==> config.mk <==
export PLATFORM = sky130hd
export DESIGN_NAME = fp_lane_packer
export DESIGN_NICKNAME = d
export VERILOG_FILES = /design/src/rtl/fp_lane_packer.sv
export SDC_FILE = /design/constraint.sdc
export NUM_CORES = 1
export LEC_CHECK = 0
export CAP_MARGIN = 20
export CORE_MARGIN = 4
export CORE_UTILIZATION = 35
export DETAILED_ROUTE_END_ITERATION = 16
export PLACE_DENSITY = 0.57
export SLEW_MARGIN = 20
export SYNTH_ARGS = -nofsm -noshare
export SYNTH_HDL_FRONTEND = slang
export SYNTH_SLANG_ARGS = --single-unit
==> constraint.sdc <==
create_clock -name clk -period 10.44 [get_ports clk]
set_input_delay 3.132 -clock clk [delete_from_list [all_inputs] [get_ports clk]]
set_output_delay 3.132 -clock clk [all_outputs]
set_load 0.005 [all_outputs]
==> src/rtl/fp_lane_packer.sv <==
// fp_lane_packer: packs scalar FP results into 32-bit lane words.
// FP32 passes whole; bf16 pairs fill hi then lo, queued in a FIFO.
package fp_lane_pkg;

  typedef enum logic {
    FP32 = 1'b0,
    FP16 = 1'b1
  } fp_fmt_e;

  typedef struct packed {
    logic [15:0] hi;
    logic [15:0] lo;
  } fp_lanes_t;

  typedef union packed {
    logic [31:0] w;
    fp_lanes_t   lanes;
  } fp_vec_u;

  typedef struct packed {
    fp_vec_u     data;
    fp_fmt_e     fmt;
    logic [1:0]  mask;
    logic        last;
  } pk_ent_t;

endpackage

module fp_lane_packer
  import fp_lane_pkg::*;
#(
  parameter int DEPTH = 4
) (
  input  logic        clk,
  input  logic        rst,
  input  logic        in_valid,
  output logic        in_ready,
  input  logic        in_fmt,
  input  logic [31:0] in_data,
  input  logic        in_last,
  output logic        out_valid,
  input  logic        out_ready,
  output logic [31:0] out_data,
  output logic        out_fmt,
  output logic [1:0]  out_lane_mask,
  output logic        out_last,
  output logic        partial_pending
);

  localparam int AW = (DEPTH > 1) ? $clog2(DEPTH) : 1;
  localparam int CW = AW + 1;

  typedef enum logic {
    EMPTY = 1'b0,
    HALF  = 1'b1
  } pk_state_e;

  pk_state_e         state;
  pk_state_e         nxt_state;
  logic [15:0]       hold_reg;
  logic [15:0]       nxt_hold;
  pk_ent_t           mem [DEPTH];
  logic [AW-1:0]     wr_ptr;
  logic [AW-1:0]     rd_ptr;
  logic [CW-1:0]     count;
  logic [CW-1:0]     free;
  logic [CW-1:0]     need;
  logic [1:0]        push_n;
  pk_ent_t           ent0;
  pk_ent_t           ent1;
  pk_ent_t           head;
  logic              in_fire;
  logic              out_fire;
  logic              is_half;
  logic              is_f16;

  // a held hi lane may need two slots (flush + new word)
  assign free     = CW'(DEPTH) - count;
  assign need     = (state == HALF) ? CW'(2) : CW'(1);
  assign in_ready = !rst && (free >= need);

  assign in_fire  = in_valid && in_ready;
  assign out_fire = out_valid && out_ready;
  assign is_half  = (state == HALF);
  assign is_f16   = in_fmt;

  // next packer state and the 0..2 entries to enqueue
  always_comb begin
    push_n    = 2'd0;
    ent0      = '0;
    ent1      = '0;
    nxt_state = state;
    nxt_hold  = hold_reg;
    if (in_fire) begin
      unique case (1'b1)
        (!is_half && !is_f16): begin
          push_n    = 2'd1;
          ent0.data = in_data;
          ent0.fmt  = FP32;
          ent0.mask = 2'b11;
          ent0.last = in_last;
        end
        (!is_half && is_f16 && !in_last): begin
          nxt_state = HALF;
          nxt_hold  = in_data[15:0];
        end
        (!is_half && is_f16 && in_last): begin
          push_n             = 2'd1;
          ent0.data.lanes.hi = in_data[15:0];
          ent0.data.lanes.lo = 16'h0000;
          ent0.fmt           = FP16;
          ent0.mask          = 2'b10;
          ent0.last          = 1'b1;
        end
        (is_half && is_f16): begin
          push_n             = 2'd1;
          ent0.data.lanes.hi = hold_reg;
          ent0.data.lanes.lo = in_data[15:0];
          ent0.fmt           = FP16;
          ent0.mask          = 2'b11;
          ent0.last          = in_last;
          nxt_state          = EMPTY;
          nxt_hold           = 16'h0000;
        end
        (is_half && !is_f16): begin
          push_n             = 2'd2;
          ent0.data.lanes.hi = hold_reg;
          ent0.data.lanes.lo = 16'h0000;
          ent0.fmt           = FP16;
          ent0.mask          = 2'b10;
          ent0.last          = 1'b0;
          ent1.data          = in_data;
          ent1.fmt           = FP32;
          ent1.mask          = 2'b11;
          ent1.last          = in_last;
          nxt_state          = EMPTY;
          nxt_hold           = 16'h0000;
        end
        default: begin
          push_n = 2'd0;
        end
      endcase
    end
  end

  // packer state, pointers and occupancy
  always_ff @(posedge clk) begin
    if (rst) begin
      state    <= EMPTY;
      hold_reg <= 16'h0000;
      wr_ptr   <= '0;
      rd_ptr   <= '0;
      count    <= '0;
    end else begin
      state    <= nxt_state;
      hold_reg <= nxt_hold;
      wr_ptr   <= wr_ptr + AW'(push_n);
      rd_ptr   <= rd_ptr + AW'(out_fire);
      count    <= count + CW'(push_n) - CW'(out_fire);
    end
  end

  // FIFO storage; contents are don't-care while count is zero
  always_ff @(posedge clk) begin
    if (push_n != 2'd0) begin
      mem[wr_ptr] <= ent0;
    end
    if (push_n == 2'd2) begin
      mem[wr_ptr + AW'(1)] <= ent1;
    end
  end

  assign out_valid       = (count != '0);
  assign head            = out_valid ? mem[rd_ptr] : '0;
  assign out_data        = head.data.w;
  assign out_fmt         = head.fmt;
  assign out_lane_mask   = head.mask;
  assign out_last        = head.last;
  assign partial_pending = is_half;

endmodule

==> flow_summary_export.csv, run 1 <==
group,metric,value,unit
status,status,"finished, final reports clean",
sta,setup_viol,0,
yosys,ys_warn_count,0,
yosys,synth_top_cell_by_area,"edfxtp_1",
floorplan,ios,77,
sta,finalMaxSlewViolations,0,
global_routing,grt_pass1_wl,36560,um
sta,finalSetupTns,0,ns
critical_path,rrSetupSlack,6.53,ns
power,ir_worst_vdd,152.0,uV
critical_path,endpoint,"in_ready",
placed_design,gp_congestion,0.7977,
yosys,postSynthAreaPerCell,12.92,sq um
finish,largest_reg_flops,144,
sta,hold_viol_final,0,
global_routing,grt_use_total,16.89,%
finish,area_growth,18.91,%
global_routing,grt_antenna_before_repair,0,
clock_network,clk_pin_slew,0.06,ns
yosys,yosys-top-cells-count,"edfxtp_1 (140), and2_1 (100), o2bb2ai_1 (49)",
critical_path,cp-startpoint,"rst",
min_path,holdCritPathClass,"reg2reg",
yosys,synth.top_cell.area_share,47.63,%
sta,post-route-min-period,8.757,ns
route,viasPerCell,5.496,
global_routing,grt_pass1_vias,6214,
placed_design,io_buffers,76,
critical_path,cp.required,7.31,ns
finish,instances_no_fill,1073,
sta,setup_ws,1.683,ns
power,leakagePower,3.359,nW
finish,fillCellCount,2290,
critical_path,start_kind,"primary input",
clock_network,tritoncts,"built",
floorplan,rows,57,
clock_network,root_buffer,"clkbuf_16",
clock_network,cts.repair.resized,0,
yosys,synth.most_common_cell,"edfxtp_1",
clock_network,clk_latency,0.43,ns
yosys,synthTopCellsByArea,"edfxtp_1 (48%), mux4_2 (9.2%), and2_1 (7.1%)",
critical_path,critical_path_class,"in2out",
sta,fin_crit_sh,83.88,%
global_routing,grt_start_max_net_pins,47,
critical_path,cp.arrival,5.62,ns
power,clkPwrFrac,29.3,%
route,wl_per_cell,21.54,um
critical_path,critPathMaxFanout,46,
clock_network,cts_buffers,17,
yosys,async_flop_share,0,%
power,p_comb_share,33.3,%
placed_design,placed_cells_incl_taps,1040,
yosys,synth_ff_type,"edfxtp_1",
yosys,synth_cell_types,55,
finish,fin_nets,789,
finish,antenna_cells,0,
route,dr.pass1.iters,6,
floorplan,core_region_area,0.02453,sq mm
floorplan,die_area,0.02783,sq mm
clock_network,postCtsHoldBufs,0,
power,power_density,209.0,mW/mm^2
global_routing,grt_overflow,0,
route,vias,5897,
floorplan,die_w,166.8,um
yosys,synth_cells,683,
yosys,seq_area_frac_synth,53.98,%
run,max-cap-violations,0,
sta,maxSlewHeadroom,27.87,%
critical_path,worst_setup_path_end_kind,"output pin",
power,p_seq_share,37.4,%
floorplan,die_h,166.8,um
placed_design,post-dp-hpwl,14700,um
sta,tightest_slew,1.079,ns
route,initialDrtViolationCount,540,
yosys,yosys_register_bits,168,
finish,layout-drive-gt1-share,15.49,%
power,switchingPower,658.4,uW
power,intPower,1.536,mW
route,antenna_left,0,
yosys,synth.cell_area,0.008827,sq mm
sta,finalClockSkew,0.009578,ns
clock_network,htreeDepth,4,
sta,fmax,114.2,MHz
clock_network,post-cts-setup-buffers,0,
floorplan,start_util,35.98,%
clock_network,cts_sinks,168,
critical_path,reg2reg_to,"mem[0][9]",
yosys,synth_nets,736,
clock_network,clockBufferDepth,2,
critical_path,reg2regPathDepth,11,
sta,grt_setup_unrepaired,"false",
sta,holdWs,0.4795,ns
critical_path,r2r_start,"count[0]",
route,drt-total-wl,23110,um
route,drc,0,
placed_design,pre_cts_slack,1.692,ns
power,p_sw_share,30.01,%
yosys,synth-edff-count,140,
cells in the final DEF, fill, tap and decap left out, drive strengths merged, types with 14 or more instances in the layout:
master,n
and2,100
clkbuf,17
a2bb2o,16
nand3,46
a21oi,36
o21ai,27
inv,30
o2bb2ai,49
mux4,36
a22oi,16
dfxtp,28
or4,16
buf,16
ha,14
edfxtp,140
clkdlybuf4s50,76
cell families (layout without fill, tap and decap cells):
kind of cell | count (synthesis) | after routing | share of synthesized area [%]
and+or+nand+nor | 205 | 205 | 14.33
DFF | 168 | 168 | 53.98
AOI/OAI and AO/OA | 164 | 164 | 14.98
buffers and inverters | 86 | 152 | 4.337
muxes | 41 | 41 | 9.766
adders and majority gates | 15 | 15 | 2.211
xor gates and xnor gates | 4 | 4 | 0.3970
worst max-delay path: stages:
cell and delay, ns:
clkdlybuf4s50_1 1.18, nor2b_1 0.18, a2bb2oi_4 0.16, buf_4 0.40, inv_2 0.09, clkdlybuf4s50_1 0.46
stage by stage:
step | power, mW | util (%) | instance area [sq um]
2_1_floorplan | 1.267 | - | 8827
3_5_place_dp | 1.580 | 40.25 | 9876
3_3_place_gp | 1.567 | 40.25 | 9876
4_1_cts | 2.220 | 42.71 | 10480
5_1_grt | 2.310 | 42.78 | 10500
6_report | 2.194 | 42.78 | 10500
how the worst min path moves through the flow:
stage	cells after the start	endpoint	startpoint	slack (ns)
2_1_floorplan	2	mem[1][3]	mem[1][3]	0.45
3_3_place_gp	2	hold_reg[14]	hold_reg[14]	0.47
3_5_place_dp	2	hold_reg[14]	hold_reg[14]	0.47
4_1_cts	2	hold_reg[14]	hold_reg[14]	0.48
5_1_grt	2	hold_reg[15]	hold_reg[15]	0.51
6_report	2	hold_reg[14]	hold_reg[14]	0.48
area by class of cell:
type	instances	area, sq um	share of cell area [%]
multi-input cells	429	3730	35.53
clock inverters	15	176.4	1.681
inverters	28	105.1	1.001
well taps	324	405.4	3.862
flip-flops and latches	168	4770	45.44
repair buffers	92	884.6	8.428
clock buffers	17	425.4	4.053
routing by layer:
layer | up-vias | routed length [um] | global-route usage, %
met3 | 43 | 1067 | 2.915
met5 | - | 0 | 0
met1 | 2938 | 10020 | 22.32
met2 | 188 | 11330 | 27.94
li1 | 2728 | - | -
met4 | 0 | 693 | 6.510
power by group through the flow:
stage / logic (mW) / registers [mW] / clock network (mW)
after floorplan: 0.450 / 0.817 / 0
after global placement: 0.735 / 0.832 / 0
after detailed placement: 0.744 / 0.835 / 0
after CTS: 0.747 / 0.821 / 0.652
after global routing: 0.803 / 0.826 / 0.681
final: 0.730 / 0.820 / 0.644
Note: power is estimated with default switching activity, not from simulation.
==> run 2, diff against run 1 <==
==> constraint.sdc (replaced) <==
create_clock -name clk -period 9.05 [get_ports clk]
set_input_delay 2.715 -clock clk [delete_from_list [all_inputs] [get_ports clk]]
set_output_delay 2.715 -clock clk [all_outputs]
set_load 0.005 [all_outputs]
==> flow_summary_export.csv, run 2 (synthesized netlist as in run 1, its figures left out) <==
group,metric,value,unit
status,status,"finished, final reports clean",
clock_network,post-cts-setup-buffers,0,
critical_path,crit_chain,"clkdlybuf4s50_1, buf_4, nor2b_1, a2bb2oi_4, inv_2, clkdlybuf4s50_1",
floorplan,ios,77,
critical_path,crit_top_cell,"clkdlybuf4s50_1",
floorplan,start_util,35.98,%
sta,finalClockSkew,0.01118,ns
floorplan,die_area,0.02783,sq mm
critical_path,rrSetupSlack,5.35,ns
sta,finalSetupTns,0,ns
clock_network,cts.repair.resized,0,
sta,grt_setup_unrepaired,"false",
sta,maxSlewHeadroom,23.83,%
global_routing,grt_overflow,0,
critical_path,worst_setup_path_end_kind,"output pin",
critical_path,critPathMaxStageDelay,0.45,ns
min_path,min_path_cells,2,
critical_path,cpMaxStageDelayCell,"clkdlybuf4s50_1",
critical_path,reg2regPathDepth,7,
clock_network,clk_pin_slew,0.06,ns
sta,fmax,143.5,MHz
floorplan,rows,57,
route,wl_per_cell,21.66,um
placed_design,gp_congestion,0.7773,
critical_path,reg2reg_to,"mem[1][16]",
clock_network,root_buffer,"clkbuf_16",
clock_network,clockBufferDepth,2,
global_routing,grt_antenna_before_repair,0,
clock_network,tritoncts,"built",
sta,setup_ws,2.079,ns
placed_design,placed_cells_incl_taps,1041,
finish,instances_no_fill,1074,
floorplan,die_h,166.8,um
critical_path,r2r_start,"partial_pending",
power,ir_worst_vdd,149.9,uV
finish,antenna_cells,0,
clock_network,cts_buffers,17,
finish,final_util,42.74,%
critical_path,cp_top_family,"buffers and inverters",
critical_path,critical_path_class,"in2out",
global_routing,grt_start_max_net_pins,46,
clock_network,cts_sinks,168,
clock_network,htreeDepth,4,
min_path,hold_end,"hold_reg[7]",
global_routing,grt_pass1_vias,6271,
sta,post-route-min-period,6.971,ns
finish,area_growth,18.78,%
global_routing,grt_use_total,16.84,%
sta,hold_viol_final,0,
clock_network,clk_latency,0.43,ns
critical_path,start_kind,"primary input",
floorplan,die_w,166.8,um
route,antenna_left,0,
placed_design,pre_cts_slack,2.068,ns
sta,finalMaxSlewViolations,0,
floorplan,core_region_area,0.02453,sq mm
route,dr.pass1.iters,5,
route,initialDrtViolationCount,685,
sta,tightest_slew,1.141,ns
min_path,hp-start,"hold_reg[7]",
critical_path,cp.arrival,4.26,ns
placed_design,post-dp-hpwl,14560,um
finish,largest_reg_flops,144,
critical_path,path_buf_inv,4,
clock_network,postCtsHoldBufs,0,
critical_path,cp.required,6.34,ns
route,drc,0,
finish,layout_common_cells,"edfxtp_1 (140), and2_1 (100), clkdlybuf4s50_1 (76), o2bb2ai_1 (49), nand3_1 (41)",
min_path,holdCritPathClass,"reg2reg",
power,power_density,240.8,mW/mm^2
sta,setup_viol,0,
route,viasPerCell,5.521,
finish,fin_nets,790,
placed_design,io_buffers,76,
critical_path,critPathMaxFanout,26,
route,drt-total-wl,23260,um
route,vias,5930,
power,leakagePower,3.353,nW
finish,layout-drive-gt1-share,15.73,%
run,max-cap-violations,0,
finish,mostFrequentLayoutCell,"edfxtp_1",
sta,fin_crit_sh,77.03,%
global_routing,grt_pass1_wl,36360,um
## run 2: tightest hold or removal path: stages, from the launching register on
cell and delay (ns):
dfxtp_1 0.31, o21ai_0 0.07, a21oi_1 0.06
## run 2: report_power, final
| group | leakage [nW] | internal [mW] | switching [mW] |
|---|---|---|---|
| clock | 0.277 | 0.412 | 0.318 |
| combinational | 1.64 | 0.428 | 0.421 |
| sequential | 1.43 | 0.909 | 0.0364 |
| total | 3.35 | 1.75 | 0.775 |
## run 2: layout make-up
type / instances / area, sq um
timing repair buffer: 93 / 888.4
clock buffer: 17 / 425.4
tap: 324 / 405.4
sequential: 168 / 4770
clock inverter: 15 / 166.4
fill: 2277 / 14050
inverter: 28 / 105.1
multi-input combinational: 429 / 3725
## run 2: layer usage
layer	share of wire, %	routed length [um]	track usage (%)	vias up
li1	-	-	-	2742
met1	43	10050	22.26	2980
met2	50	11600	28.12	187
met3	5.1	1186	3.579	21
met4	1.8	422	4.909	0
met5	0	0	0	-
## run 2: worst max path at each step
stage,startpoint,cells past startpoint,slack [ns],end
2_1_floorplan,in_fmt,6,2.35,mem[0][0]
3_3_place_gp,rst,6,2.07,in_ready
3_5_place_dp,rst,6,2.07,in_ready
4_1_cts,rst,6,2.07,in_ready
5_1_grt,rst,6,2.00,in_ready
6_report,rst,6,2.08,in_ready
## run 2: metrics by stage
stage                     total power, mW  area [sq um]  hold WS (ns)
final                               2.524         10490        0.4822
after global routing                2.659         10490        0.4993
after CTS                           2.559         10480        0.4824
after detailed placement            1.828          9886        0.4716
after global placement              1.817          9883        0.4653
after floorplan                     1.461          8827        0.4533
==> run 3, diff against run 2 <==
==> constraint.sdc (replaced) <==
create_clock -name clk -period 7.1 [get_ports clk]
set_input_delay 2.13 -clock clk [delete_from_list [all_inputs] [get_ports clk]]
set_output_delay 2.13 -clock clk [all_outputs]
set_load 0.005 [all_outputs]
==> flow_summary_export.csv, run 3 (synthesized netlist as in run 1, its figures left out) <==
group,metric,value,unit
clock_network,post-cts-setup-buffers,0,
min_path,hp-start,"hold_reg[4]",
sta,fmax,171.4,MHz
route,antenna_left,0,
placed_design,pre_cts_slack,1.261,ns
floorplan,die_w,166.8,um
finish,fin_nets,790,
route,viasPerCell,5.492,
critical_path,crit_top_cell,"clkdlybuf4s50_1",
power,p_sw_share,31.04,%
finish,area_growth,18.07,%
critical_path,cpMaxStageDelayCell,"clkdlybuf4s50_1",
critical_path,worst_setup_path_end_kind,"output pin",
sta,grt_setup_unrepaired,"false",
clock_network,clk_pin_slew,0.06,ns
critical_path,critPathMaxStageDelay,0.46,ns
clock_network,postCtsHoldBufs,0,
critical_path,critical_path_class,"in2out",
sta,finalMaxSlewViolations,0,
clock_network,root_buffer,"clkbuf_16",
critical_path,rrSetupSlack,3.55,ns
placed_design,dpl_cell_area,0.009883,sq mm
clock_network,clockBufferDepth,2,
min_path,hold_end,"hold_reg[4]",
power,power,3.125,mW
critical_path,path_buf_inv,4,
clock_network,cts.repair.resized,0,
placed_design,post-dp-hpwl,14540,um
power,power_density,299.9,mW/mm^2
sta,hold_viol_final,0,
clock_network,htreeDepth,4,
critical_path,cp_top_family,"buffers and inverters",
critical_path,crit_chain,"clkdlybuf4s50_1, buf_4, nor2b_1, a2bb2oi_4, inv_2, clkdlybuf4s50_1",
sta,tightest_slew,1.164,ns
clock_network,tritoncts,"built",
clock_network,clk_latency,0.42,ns
finish,final_util,42.48,%
sta,setup_ws,1.267,ns
route,wl_per_cell,21.37,um
critical_path,r2r_start,"partial_pending",
power,p_comb_share,33.5,%
finish,antenna_cells,0,
floorplan,ios,77,
global_routing,grt_antenna_before_repair,0,
route,drc,0,
clock_network,cts_buffers,17,
finish,largest_reg_flops,144,
min_path,holdCritPathClass,"reg2reg",
global_routing,grt_start_max_net_pins,46,
power,intPower,2.155,mW
sta,finalClockSkew,0.01158,ns
floorplan,core_region_area,0.02453,sq mm
route,dr.pass1.iters,5,
critical_path,critPathMaxFanout,26,
power,ir_worst_vdd,252.6,uV
sta,post-route-min-period,5.833,ns
min_path,min_path_cells,2,
finish,layout-drive-gt1-share,15.60,%
global_routing,grt_use_total,16.77,%
floorplan,rows,57,
clock_network,cts_sinks,168,
finish,layout_common_cells,"edfxtp_1 (140), and2_1 (100), clkdlybuf4s50_1 (76), o2bb2ai_1 (49), nand3_1 (41)",
power,p_seq_share,39.7,%
power,switchingPower,970.3,uW
finish,mostFrequentLayoutCell,"edfxtp_1",
global_routing,grt_pass1_vias,6206,
critical_path,reg2regPathDepth,7,
route,initialDrtViolationCount,557,
sta,maxSlewHeadroom,22.31,%
floorplan,start_util,35.98,%
critical_path,cp.arrival,3.70,ns
finish,fin_area,0.01042,sq mm
floorplan,die_h,166.8,um
sta,finalSetupTns,0,ns
power,clkPwrFrac,26.8,%
route,vias,5898,
power,leakagePower,3.343,nW
critical_path,cp.required,4.97,ns
critical_path,start_kind,"primary input",
critical_path,reg2reg_to,"mem[1][2]",
sta,fin_crit_sh,82.15,%
global_routing,grt_pass1_wl,36440,um
route,drt-total-wl,22950,um
global_routing,grt_overflow,0,
floorplan,die_area,0.02783,sq mm
status,status,"finished, final reports clean",
sta,setup_viol,0,
placed_design,io_buffers,76,
placed_design,gp_congestion,0.8211,
run,max-cap-violations,0,
[run 3: area by class of cell]
type,instances,area [sq um]
clock buffers,17,425.4
clock inverters,15,100.1
flip-flops and latches,168,4770
multi-input cells,429,3725
repair buffers,93,892.1
fillers,2333,14110
inverters,28,105.1
well taps,324,405.4
[run 3: worst max-delay path by stage]
stage	start	end	cells after the start	slack [ns]
floorplan	in_fmt	mem[0][0]	6	0.99
global placement	rst	in_ready	6	1.30
detailed placement	rst	in_ready	6	1.26
CTS	rst	in_ready	6	1.25
global route	rst	in_ready	6	1.22
finish	rst	in_ready	6	1.27
[run 3: power by group through the flow]
stage	clock network [mW]	registers [mW]	logic, mW
2_1_floorplan	0	1.20	0.661
5_1_grt	0.907	1.26	1.14
6_report	0.839	1.24	1.05
3_3_place_gp	0	1.26	1.05
3_5_place_dp	0	1.27	1.06
4_1_cts	0.853	1.25	1.07
[run 3: per-stage QoR]
step,hold slack (ns),cells
5_1_grt,0.4960,1074
4_1_cts,0.4788,1073
3_5_place_dp,0.4695,1041
2_1_floorplan,0.4533,683
3_3_place_gp,0.4665,1041
6_report,0.4777,1074
[run 3: tightest hold or removal path: stages, from the launching register on]
cell	delay [ns]
dfxtp_1	0.31
o21ai_0	0.06
a21oi_1	0.06
[run 3: routing by layer]
layer | GRT usage (%) | up-vias | part of all wire (%)
met3 | 3.129 | 23 | 4.5
met5 | 0 | - | 0
met1 | 22.13 | 2948 | 44
li1 | - | 2735 | -
met4 | 4.803 | 0 | 1.6
met2 | 28.42 | 192 | 50
